## config.mk

```make
export PLATFORM = sky130hd
export DESIGN_NAME = q6_fb_glitch_filter
export DESIGN_NICKNAME = d
export VERILOG_FILES = /design/src/rtl/q6_fb_glitch_filter.sv
export SDC_FILE = /design/constraint.sdc
export NUM_CORES = 1
export LEC_CHECK = 0
export BUFFER_PORTS_ARGS = -buffer_cell sky130_fd_sc_hd__buf_2
export CORE_MARGIN = 3
export CORE_UTILIZATION = 50
export DETAILED_ROUTE_END_ITERATION = 16
export HOLD_SLACK_MARGIN = 0.03
export PLACE_DENSITY = 0.86
export SETUP_SLACK_MARGIN = 0.15
export SYNTH_ARGS = -nofsm -noshare
export SYNTH_HDL_FRONTEND = slang
export SYNTH_SLANG_ARGS = --single-unit
```

## constraint.sdc

```tcl
create_clock -name clk -period 2.05 [get_ports clk]
set_clock_uncertainty 0.05 [all_clocks]
set_input_delay 0.205 -clock clk [delete_from_list [all_inputs] [get_ports clk]]
set_output_delay 0.205 -clock clk [all_outputs]
set_load 0.1 [all_outputs]
```

## src/rtl/q6_fb_glitch_filter.sv

```systemverilog
// ----------------------------------------------------------------------------
// q6_fb_glitch_filter
//
// Deglitcher and hazard monitor for the q6_FB static-hazard circuit output.
// The raw `din` is brought into the clock domain through a two-flop
// synchronizer. The filtered level `dout` follows the synchronized sample
// only after the sample has differed from `dout` for STABLE_CYCLES
// consecutive cycles. Any shorter excursion is rejected. Each rejection is
// counted, and its width is recorded.
//
// Parameters:
//   STABLE_CYCLES  consecutive differing samples needed to change dout (2..255)
//   CNT_W          width of glitch_cnt
//   RESET_VAL      reset level of the synchronizer flops and dout
//
// Ports:
//   clk         rising-edge clock, the only clock of the block
//   rst_n       synchronous active-low reset
//   din         raw q6_FB output, asynchronous to clk
//   clr         synchronous clear of glitch_cnt and last_width
//   dout        filtered level
//   rise        one-cycle pulse on the cycle dout goes 0->1
//   fall        one-cycle pulse on the cycle dout goes 1->0
//   glitch      one-cycle pulse on the cycle a rejected excursion ends
//   glitch_cnt  saturating count of rejected excursions
//   last_width  width in samples of the most recent rejected excursion
// ----------------------------------------------------------------------------
module q6_fb_glitch_filter #(
    parameter int   STABLE_CYCLES = 4,
    parameter int   CNT_W         = 8,
    parameter logic RESET_VAL     = 1'b1
) (
    input  logic             clk,
    input  logic             rst_n,
    input  logic             din,
    input  logic             clr,
    output logic             dout,
    output logic             rise,
    output logic             fall,
    output logic             glitch,
    output logic [CNT_W-1:0] glitch_cnt,
    output logic [7:0]       last_width
);

    localparam int            QW     = $clog2(STABLE_CYCLES + 1);
    localparam logic [QW-1:0] Q_ONE  = QW'(1);
    localparam logic [QW-1:0] Q_LAST = QW'(STABLE_CYCLES - 1);

    typedef enum logic {
        ST_STABLE,
        ST_QUAL
    } state_t;

    state_t            state, state_n;
    logic [QW-1:0]     q, q_n;
    logic              s1, s;
    logic              dout_n, rise_n, fall_n, glitch_n;
    logic [CNT_W-1:0]  cnt_n;
    logic [7:0]        width_n;

    // ------------------------------------------------------------------
    // Next-state and next-output logic. Only the second synchronizer
    // stage `s` is used here, because `s1` may still be metastable.
    // ------------------------------------------------------------------
    always_comb begin
        // NOTE: every signal gets a default first, so no path through the
        // case/if tree can leave a value unassigned and infer a latch.
        state_n  = state;
        q_n      = q;
        dout_n   = dout;
        rise_n   = 1'b0;
        fall_n   = 1'b0;
        glitch_n = 1'b0;
        cnt_n    = glitch_cnt;
        width_n  = last_width;

        unique case (state)
            ST_STABLE: begin
                q_n = '0;
                if (s != dout) begin
                    // This is the first differing sample, so it counts as one.
                    state_n = ST_QUAL;
                    q_n     = Q_ONE;
                end
            end

            ST_QUAL: begin
                if (s != dout) begin
                    if (q == Q_LAST) begin
                        // The sample now counted is number STABLE_CYCLES,
                        // so the new level is accepted.
                        dout_n  = s;
                        rise_n  = s;
                        fall_n  = ~s;
                        q_n     = '0;
                        state_n = ST_STABLE;
                    end else begin
                        q_n = q + Q_ONE;
                    end
                end else begin
                    // The level returned before it qualified. q holds how
                    // many differing samples were seen.
                    glitch_n = 1'b1;
                    width_n  = 8'(q);
                    if (glitch_cnt != '1) begin
                        cnt_n = glitch_cnt + 1'b1;
                    end
                    q_n     = '0;
                    state_n = ST_STABLE;
                end
            end

            default: begin
                state_n = ST_STABLE;
                q_n     = '0;
            end
        endcase

        // A clear overrides a rejection in the same cycle. The glitch pulse
        // above is left alone, so the event is still reported.
        if (clr) begin
            cnt_n   = '0;
            width_n = '0;
        end
    end

    // ------------------------------------------------------------------
    // Registers. Reset is synchronous. Every output is driven from a flop.
    // ------------------------------------------------------------------
    always_ff @(posedge clk) begin
        // NOTE: sequential state uses non-blocking assignments, so each flop
        // samples the values from before the edge, whatever the statement order.
        if (!rst_n) begin
            s1         <= RESET_VAL;
            s          <= RESET_VAL;
            dout       <= RESET_VAL;
            state      <= ST_STABLE;
            q          <= '0;
            rise       <= 1'b0;
            fall       <= 1'b0;
            glitch     <= 1'b0;
            glitch_cnt <= '0;
            last_width <= '0;
        end else begin
            s1         <= din;
            s          <= s1;
            dout       <= dout_n;
            state      <= state_n;
            q          <= q_n;
            rise       <= rise_n;
            fall       <= fall_n;
            glitch     <= glitch_n;
            glitch_cnt <= cnt_n;
            last_width <= width_n;
        end
    end

endmodule

```

==> impl_metrics.yaml <==
critical_path:
  end_kind: "flip-flop"
  start_kind: "flip-flop"
  crit_type: "flip-flop to flip-flop"
  rr_startpoint: "glitch_cnt[0]"
  critPathMaxFanout: 8
  worst-r2r-cell-count: 5
  critical_path_required_ps: 2190
  reg2reg_to: "glitch_cnt[1]"
  reg2reg_setup_slack_ps: 410
  worstPathArrival_ps: 1780
pwr:
  powerDensity_nw_per_um2: 627
  total_power_uw: 677
  ir_drop_mv: 0.430
  p_leak_uw: 0.000459
hold_path:
  hold_depth: 2
  hp-start: "rst_n"
  holdPathEnd: "s1"
  hold_path_class: "input port to flip-flop"
route:
  dr.pass1.iters: 4
  via_per_inst: 5.17
  met2_length_um: 816
  drc: 0
  drt_iter0_markers: 11
  met1_length_um: 775
  avgRoutedWirePerCell_um: 11.6
  antenna_left: 0
  top_layer_used: "met3"
  dr_wl_met3_um: 84
  vias: 749
  totalWireLength_mm: 1.68
clock_tree:
  clock-sinks: 21
  h-tree-depth: 1
  cts_root_buf: "clkbuf_4"
  path_clk_slew_ps: 120
  cts_buffers: 3
  cts_max_path_buffers: 2
  cts_tree: "yes"
  clk_latency_ps: 300
  ctsResizeCount: 0
global_routing:
  grt_overflow_total: 0
  antenna_found_initial: 0
  grtUsageTotal: 0.150
  grt_pass1_wl_mm: 2.89
  grt_max_degree: 13
  grt_pass1_vias: 681
synthesis:
  synthAdderAreaFrac: 0.0404
  ys_ff_latch: 21
  synth_edf_count: 0
  yosys_warnings: 0
  yosys_most_used_dff: "dfxtp_1"
  muxShareOfSynthArea: 0.0108
  synthXorXnorAreaFrac: 0.0270
  synth_top_family_by_area: "simple AND/OR/NAND/NOR gates"
  synth_area_per_cell_um2: 9.28
  seq_area_frac_synth: 0.453
  syn_inst: 100
  synth_cell_types: 32
  synth.top_cell.area_share: 0.453
  yosys.area.top_type: "dfxtp_1"
  yosys.area_share.simple: 0.253
  async_flop_share: 0
  yosys-top-cells-area: "dfxtp_1, nand3_1, a21oi_1"
  syn-cell-area_um2: 928
  synth_compound_area_frac: 0.135
timing:
  report.final.slew_viol_count: 0
  max_freq_mhz: 609
  whs_ps: 98.0
  finalSetupTns_ps: 0
  rsz0062_at_grt: "false"
  period_needed_ps: 1640
  setup_ws_ps: 409
  setup_viol: 0
  timing.final.crit_share: 0.800
  hold_viol: 0
placement:
  place_ws_ps: 436
  place.gp.congestion: 0.781
  io_buffers: 18
  dp_hpwl_mm: 1.22
flow_run:
  drv_cap: 0
layout:
  syn2layout_area_growth_pct: 16.3
  utilization: 0.663
  final_nets: 129
  layout-drive-gt1-share: 0.331
  fillers: 149
  final_cell_mix: "buf_2, dfxtp_1, nand3_1, a21oi_1"
  antennaDiodeCount: 0
  layout_commonest_cell: "buf_2"
floorplan:
  die-area_um2: 2410
  rows: 14
  die_w_um: 49.1
  ios: 24
  start_util: 0.570
  coreArea_um2: 1630
  die_h_um: 49.1
outcome:
  status: "completed"
-- stage by stage --
stage | cells | cell area, um2
detailed placement | 140 | 1040
global placement | 140 | 1040
global route | 145 | 1080
finish | 145 | 1080
floorplan | 104 | 960
CTS | 145 | 1080
-- synthesized netlist by cell type (2+ instances only) --
cell / instances
or3_1: 3
buf_4: 6
nor3b_1: 2
nand2_1: 7
o21ai_0: 4
nand2b_1: 3
dfxtp_1: 21
and3_2: 2
and2_1: 2
a21oi_1: 9
nand3_1: 10
inv_1: 5
ha_1: 3
nor2_1: 5
-- power by group --
| part | switching [uW] | total [uW] | internal, uW |
|---|---|---|---|
| combinational | 58.6 | 70.7 | 12.1 |
| sequential | 2.83 | 412 | 409 |
| clock | 123 | 195 | 72.6 |
| total | 184 | 677 | 493 |
-- flip-flops by register name (all words and copies together) (netlist names) --
signal	count
s	1
glitch	1
rise	1
dout	1
last_width	3
s1	1
q	3
state	1
glitch_cnt	8
fall	1
-- how the worst max path moves through the flow --
stage                    endpoint           from  slack (ps)
floorplan           glitch_cnt[1]  glitch_cnt[1]         280
global placement    glitch_cnt[1]  glitch_cnt[0]         500
detailed placement  glitch_cnt[1]  glitch_cnt[0]         440
CTS                 glitch_cnt[1]  glitch_cnt[0]         410
global route        glitch_cnt[1]  glitch_cnt[0]         230
finish              glitch_cnt[1]  glitch_cnt[0]         410
-- cells by family (layout without fill, tap and decap cells) --
kind of cell	Yosys count	in the layout
buffers and inverters	13	30
XOR/XNOR	2	2
AND/OR/NAND/NOR	41	41
flip-flops	21	21
other	1	5
multiplexers	1	1
AO/OA/AOI/OAI	18	18
adder cells (fa/ha/maj)	3	3
-- critical path, cell delays in order, from the launching register on --
cell and delay, ps:
dfxtp_4 390, ha_1 210, nand3_1 160, o311ai_4 430, mux2i_1 240, nor2_1 50
-- per-layer routing --
layer	track usage	up-vias
li1	-	383
met1	0.184	346
met2	0.246	20
met3	0.0336	0
met4	0.0758	0
met5	0	-
-- layout make-up --
class	instances	area (um2)	share of cell area
clock inverter	1	5.00	0.00463
tap	24	30.0	0.0278
multi-input combinational	70	452	0.418
clock buffer	3	22.5	0.0209
inverter	5	18.8	0.0174
timing repair buffer	21	115	0.107
sequential	21	437	0.404
-- timing repair --
action                                  4_1_cts  5_1_grt
buffers inserted                              0        0
endpoints found under the setup margin        0        0
endpoints found under the hold margin         1        0
hold buffers                                  1        0
Note: power is estimated with default switching activity, not from simulation.
